--- src/rtl/decoder_pkg.sv ---
// rtl/decoder_pkg.sv - constants shared by the decoder receive and serializer sides
package decoder_pkg;
   localparam int DEFAULT_WIDTH = 8;
endpackage

--- src/rtl/frame_bit_counter.sv ---
// rtl/frame_bit_counter.sv - modulo-WIDTH bit position counter with frame sync load
module frame_bit_counter #(
   parameter int WIDTH = 8,
   parameter int CW    = $clog2(WIDTH + 1)
) (
   input  logic          clock,
   input  logic          reset_n,
   input  logic          inc,
   input  logic          sync,
   output logic [CW-1:0] count,
   output logic          wrap
);

   logic [CW-1:0] count_q;
   logic [CW-1:0] count_d;

   always_comb begin
      wrap    = 1'b0;
      count_d = count_q;
      if (inc) begin
         // A sync bit is the first bit of a word, so it only completes one when WIDTH is 1.
         if (sync) begin
            wrap = (WIDTH == 1);
         end else begin
            wrap = (count_q == CW'(WIDTH - 1));
         end
         if (wrap) begin
            count_d = '0;
         end else if (sync) begin
            count_d = CW'(1);
         end else begin
            count_d = count_q + CW'(1);
         end
      end
   end

   always_ff @(posedge clock or negedge reset_n) begin
      if (!reset_n) begin
         count_q <= '0;
      end else begin
         count_q <= count_d;
      end
   end

   assign count = count_q;

endmodule

--- src/rtl/sipo_deserializer.sv ---
// rtl/sipo_deserializer.sv - serial-in/parallel-out word assembler with one-entry output buffer
module sipo_deserializer
   import decoder_pkg::*;
#(
   parameter int WIDTH     = DEFAULT_WIDTH,
   parameter int MSB_FIRST = 1,
   parameter int CW        = $clog2(WIDTH + 1)
) (
   input  logic             clock,
   input  logic             reset_n,
   input  logic             serialIn,
   input  logic             bitValid,
   input  logic             frameSync,
   output logic [WIDTH-1:0] wordData,
   output logic             wordValid,
   input  logic             wordReady,
   output logic             overrun,
   input  logic             clearOverrun,
   output logic             syncErr,
   output logic [CW-1:0]    bitCount
);

   logic [WIDTH-1:0] shifter_q, shifter_d;
   logic [WIDTH-1:0] data_q, data_d;
   logic             valid_q, valid_d;
   logic             overrun_q, overrun_d;
   logic             sync_err_q, sync_err_d;

   logic [WIDTH-1:0] shift_base;
   logic [WIDTH-1:0] word_next;
   logic [CW-1:0]    count;
   logic             wrap;
   logic             candidate;
   logic             load;

   frame_bit_counter #(
      .WIDTH (WIDTH),
      .CW    (CW)
   ) u_counter (
      .clock   (clock),
      .reset_n (reset_n),
      .inc     (bitValid),
      .sync    (frameSync),
      .count   (count),
      .wrap    (wrap)
   );

   always_comb begin
      shift_base = frameSync ? '0 : shifter_q;
      if (MSB_FIRST != 0) begin
         word_next = (shift_base << 1) | WIDTH'(serialIn);
      end else begin
         word_next = (shift_base >> 1) | (WIDTH'(serialIn) << (WIDTH - 1));
      end

      candidate = bitValid && wrap;
      // A consumer taking the held word in the same cycle frees the slot for the new one.
      load      = candidate && (!valid_q || wordReady);

      shifter_d = shifter_q;
      if (bitValid) begin
         shifter_d = wrap ? '0 : word_next;
      end

      data_d  = data_q;
      valid_d = valid_q;
      if (load) begin
         data_d  = word_next;
         valid_d = 1'b1;
      end else if (valid_q && wordReady) begin
         valid_d = 1'b0;
      end

      overrun_d = overrun_q;
      if (candidate && !load) begin
         overrun_d = 1'b1;
      end else if (clearOverrun) begin
         overrun_d = 1'b0;
      end

      sync_err_d = bitValid && frameSync && (count != '0);
   end

   always_ff @(posedge clock or negedge reset_n) begin
      if (!reset_n) begin
         shifter_q  <= '0;
         data_q     <= '0;
         valid_q    <= 1'b0;
         overrun_q  <= 1'b0;
         sync_err_q <= 1'b0;
      end else begin
         shifter_q  <= shifter_d;
         data_q     <= data_d;
         valid_q    <= valid_d;
         overrun_q  <= overrun_d;
         sync_err_q <= sync_err_d;
      end
   end

   assign wordData  = data_q;
   assign wordValid = valid_q;
   assign overrun   = overrun_q;
   assign syncErr   = sync_err_q;
   assign bitCount  = count;

endmodule

--- config.mk ---
export PLATFORM = sky130hd
export DESIGN_NAME = sipo_deserializer
export DESIGN_NICKNAME = d
export VERILOG_FILES = /design/src/rtl/decoder_pkg.sv /design/src/rtl/frame_bit_counter.sv /design/src/rtl/sipo_deserializer.sv
export SDC_FILE = /design/constraint.sdc
export NUM_CORES = 1
export LEC_CHECK = 0
export BUFFER_PORTS_ARGS = -buffer_cell sky130_fd_sc_hd__buf_2
export CORE_MARGIN = 1.5
export CORE_UTILIZATION = 54
export CTS_BUF_LIST = sky130_fd_sc_hd__clkbuf_4 sky130_fd_sc_hd__clkbuf_8
export CTS_CLUSTER_DIAMETER = 80
export CTS_CLUSTER_SIZE = 25
export DETAILED_ROUTE_END_ITERATION = 6
export GPL_ROUTABILITY_DRIVEN = 0
export HOLD_SLACK_MARGIN = 0.15
export PLACE_DENSITY = 0.8
export SLEW_MARGIN = 30
export SYNTH_ARGS = -nofsm -noshare
export SYNTH_HDL_FRONTEND = slang
export SYNTH_SLANG_ARGS = --single-unit
--- constraint.sdc ---
create_clock -name clock -period 2.2 [get_ports clock]
set_input_delay 0.33 -clock clock [delete_from_list [all_inputs] [get_ports clock]]
set_output_delay 0.33 -clock clock [all_outputs]
set_load 0.01 [all_outputs]
-- Word level (Yosys, flattened, before mapping)
Cells that the tools add are included.
- register bits after elaboration: 22
- output and inout bits: 15
- reduce and logical (&&, ||, !) cells: 12
- bitwise operators: 1
- add/subtract/negate cells: 1
- equal/unequal tests: 1
- multiplexer cells: 11
- operator list (operator ; number):
    $mux W7 ; 2
    $mux W4 ; 2
    $or A8 B1 Y8 ; 1
    $mux W1 ; 7
    $logic_and A1 B1 Y1 ; 6
    $add A4 B1 Y4 const B ; 1
    $eq A4 B3 Y1 const B ; 1
    $reduce_bool A2 Y1 ; 2
    $reduce_bool A4 Y1 ; 1
    $logic_not A1 Y1 ; 2
    $logic_or A1 B1 Y1 ; 1

-- Logic depth before layout (Yosys ltp)
- word-level depth: 9
- gate-level depth with buffers: 4

-- By module
From an unflattened synthesis, not the netlist that was laid out.
- cell total of the unflattened synthesis: 89
- area total of the unflattened synthesis: 1017.2 um^2
- by module, submodules not included (module ; cells each ; times used ; sequential area each (um^2) ; area each (um^2)):
    sipo_deserializer ; 67 ; 1 ; 450.4 ; 789.5
    frame_bit_counter ; 22 ; 1 ; 100.1 ; 227.7

-- Worst setup path after synthesis
Ideal clock, no wire load.
- path kind: register -> register
- from: register u_counter.count_q[1] (netlist: u_counter.count[1])
- to: register data_q[0] (netlist: wordData[0])
- clock period less this slack: 1.665 ns
- path buffers: 0
- cell stages (with the launch flop): 5
- slack: 0.535 ns
- arrival: 1.540 ns
- path through: dfrtp_1 -> ha_1 -> nand3b_4 -> nor3b_4 -> mux2_2
- longest elaborated chain between the ends: 6
- RTL lines (item ; line ; text):
    start: declaration ; frame_bit_counter.sv:14 ; logic [CW-1:0] count_q;
    start signal: assignment ; frame_bit_counter.sv:41 ; count_q <= count_d;
    $eq A4 B3 Y1 ; frame_bit_counter.sv:25 ; wrap = (count_q == CW'(WIDTH - 1));
    $mux W1 ; frame_bit_counter.sv:22 ; if (sync) begin
    $mux W1 (2 in a row) ; frame_bit_counter.sv:20 ; if (inc) begin
    $logic_and A1 B1 Y1 ; sipo_deserializer.sv:56 ; candidate = bitValid && wrap;
    $logic_and A1 B1 Y1 ; sipo_deserializer.sv:58 ; load = candidate && (!valid_q || wordReady);
    end signal: assignment ; sipo_deserializer.sv:93 ; data_q <= data_d;
    end: declaration ; sipo_deserializer.sv:24 ; logic [WIDTH-1:0] data_q, data_d;
Every way passes these cells. The select of a mux whose other input is x is not followed.
A chain may end at the register's enable or synchronous reset.

-- Worst setup path in the final report
Ends and elaborated chain as after synthesis.

==> metrics.csv <==
stage,metric,value,unit
power,p_per_area,758,nW/um^2
clock_network,post_cts_buffers,0,
setup_path,crit_start,u_counter.count[1]$_DFFE_PN0P_,
power,pwr-share-clk,24.5,%
floorplanning,num_io_pins,22,
setup_path,required,2390,ps
route,wl,1660,um
synthesis,synth_edf_count,0,
grt,track_usage,18.5,%
synthesis,yosys_warnings,0,
power,intPower,0.626,mW
synthesis,synth_top_area_share,57.2,%
grt,grt_pass1_wl,2680,um
synthesis,async_flop_share,100,%
timing,rsz0062_at_grt,false,
route,highest_layer,met4,
power,p_leak,0.606,nW
power,pwr-share-seq,56.1,%
route,ant_nets,0,
layout,fill_cells,122,
setup_path,path_cells,ha_1 > nand3b_4 > nor3b_4 > mux2_2,
grt,grt_pass1_vias,596,
setup_path,reg2reg_from,u_counter.count[1]$_DFFE_PN0P_,
route,post_drt_wl_per_cell,13.1,um
setup_path,slowest_stage,dfrtp_1,
synthesis,syn_area,962,um^2
route,wl_met1,794,um
route,vias,646,
synthesis,synth.most_common_cell,dfrtp_1,
setup_path,worst-r2r-cell-count,4,
route,drtPass1Iterations,4,
grt,overflow,0,
placement,portBuffers,21,
clock_network,clk_root_buffer_cell,clkbuf_4,
layout,fin_nets,112,
hold_path,whs_path_depth,2,
placement,hpwl,1180,um
timing,slew_headroom,68.7,%
setup_path,cp_top_family,simple AND/OR/NAND/NOR gates,
grt,grt_max_degree,23,
timing,max_freq,0.565,GHz
synthesis,synth.area.top_cells,"dfrtp_1 57%, mux2_2 9.4%, a22o_1 5.5%, nor2b_1 3.3%, ha_1 2.6%",
clock_network,clkLatencyLatePin,290,ps
synthesis,seq_area_frac_synth,57.2,%
synthesis,ys.flop_type,dfrtp_1,
clock_network,cts_buffers,3,
timing,finalHoldViolCount,0,
setup_path,path_depth,4,
hold_path,hold_class,input pin to flop,
clock_network,htree_levels,1,
setup_path,crit_arrival,1960,ps
floorplanning,fp-row-count,15,
setup_path,crit_path_start_kind,flop,
timing,worstMarginPinSlew,467,ps
layout,seq_area,551,um^2
timing,setup_viol_count_final,0,
route,vias_per_cell,5.09,
layout,area_growth,18.1,%
synthesis,syn_inst,78,
synthesis,avgSynthCellArea,12.3,um^2
floorplanning,start_util,56.3,%
power,ir_drop,619,uV
grt,antenna_found_initial,0,
setup_path,end_kind,flop,
floorplanning,die-area,2040,um^2
placement,pre_cts_ws,428,ps
timing,skew,2.79,ps
timing,drv_slew,0,
route,drc,0,
clock_network,cts_tree,done,
setup_path,crit_buf_inv,0,
synthesis,synth_cell_types,25,
floorplanning,die_x,45.2,um
setup_path,cp_slowest_stage_delay,430,ps
synthesis,ys_seq_elements,22,
layout,multi_input_comb_area,380,um^2
setup_path,critPathMaxFanout,8,
outcome,status,"finished, final reports clean",
route,drt_iter0_drc,11,
synthesis,yosys-top-cells-count,"22 x dfrtp_1, 8 x mux2_2, 6 x a22o_1, 5 x inv_1, 5 x nor2b_1",
timing,finalCritPeriodShare,80.5,%
power,p_comb_share,19.4,%
clock_network,post_cts_resized,0,
layout,layout-drive-gt1-share,35.3,%
route,wl_met3,36,um
setup_path,path_class,flop to flop,
clock_network,max-clock-path-buffers,2,
power,switching_share,27.3,%
synthesis,yosysTopAreaCell,dfrtp_1,
clock_network,path_clk_slew,110,ps
timing,finalCriticalPeriod,1770,ps
floorplanning,coreArea,1710,um^2
layout,antenna_cells,0,
hold_path,hold_start,clearOverrun,
floorplanning,die_h,45.2,um
clock_network,cts_hold_buf,1,
run,drv_cap,0,
timing,fin_ws,430,ps
synthesis,syn_nets,87,
route,dr_wl_met2,828,um
power,p_switching,0.235,mW
timing,fin_tns_setup,0,ps
clock_network,numClockSinks,22,
==> cells by family after synthesis <==
kind of cell	count (synthesis)	synth area share (%)
AO/OA/AOI/OAI	17	12.5
adder cells (fa/ha/maj)	2	2.60
buffers and inverters	8	3.25
flip-flops	22	57.2
multiplexers	9	10.5
AND/OR/NAND/NOR	20	13.9
==> layout make-up <==
type	count	area share, %
flip-flops and latches	22	48.5
inverters	6	1.98
well taps	25	2.75
repair buffers	22	10.1
clock buffers	4	3.19
multi-input cells	48	33.5
==> power by group through the flow <==
stage | Clock, mW | Combinational, mW | Sequential [mW]
2_1_floorplan | 0 | 0.0835 | 0.504
3_3_place_gp | 0 | 0.160 | 0.489
3_5_place_dp | 0 | 0.165 | 0.491
4_1_cts | 0.221 | 0.169 | 0.483
5_1_grt | 0.237 | 0.186 | 0.490
6_report | 0.211 | 0.167 | 0.483
==> sequential cells by signal, indices dropped and copies added (netlist names) <==
register,flops
overrun,1
shifter_q,7
syncErr,1
u_counter.count,4
wordData,8
wordValid,1
==> path summary, 6_finish.rpt <==
kind / to / slack [ps]
worst max register to register: wordData[0]$_DFFE_PN0P_ / 430
worst min-delay path: overrun$_DFFE_PN0P_ / 220
worst min register to register: wordData[4]$_DFFE_PN0P_ / 500
max in group asynchronous: shifter_q[5]$_DFFE_PN0P_ / 1370
worst max-delay path: wordData[0]$_DFFE_PN0P_ / 430
min in group asynchronous: u_counter.count[3]$_DFFE_PN0P_ / 500
==> cells in the final DEF, fill, tap and decap left out, drive strengths merged, types with 3 or more instances in the layout <==
master,n
o21ai,3
clkbuf,4
dfrtp,22
a22o,6
nor2b,5
a21oi,3
nor2,4
inv,5
nand2,3
buf,21
mux2,9
==> layer usage <==
| metal | up-vias | track usage [%] |
|---|---|---|
| li1 | 324 | - |
| met2 | 10 | 28.9 |
| met4 | 0 | 5.29 |
| met3 | 2 | 3.60 |
| met1 | 310 | 26.1 |
| met5 | - | 0 |
==> stage by stage <==
step | utilization [%] | area [um^2] | cells | total power [mW] | hold WS (ps)
after global routing | 66.5 | 1140 | 127 | 0.913 | 213
after CTS | 66.5 | 1140 | 127 | 0.873 | 204
after floorplan | - | 962 | 78 | 0.588 | 34.4
final | 66.5 | 1140 | 127 | 0.861 | 217
after global placement | 63.8 | 1090 | 122 | 0.649 | 305
after detailed placement | 63.8 | 1090 | 122 | 0.656 | 314
(Power assumes the default switching activity.)
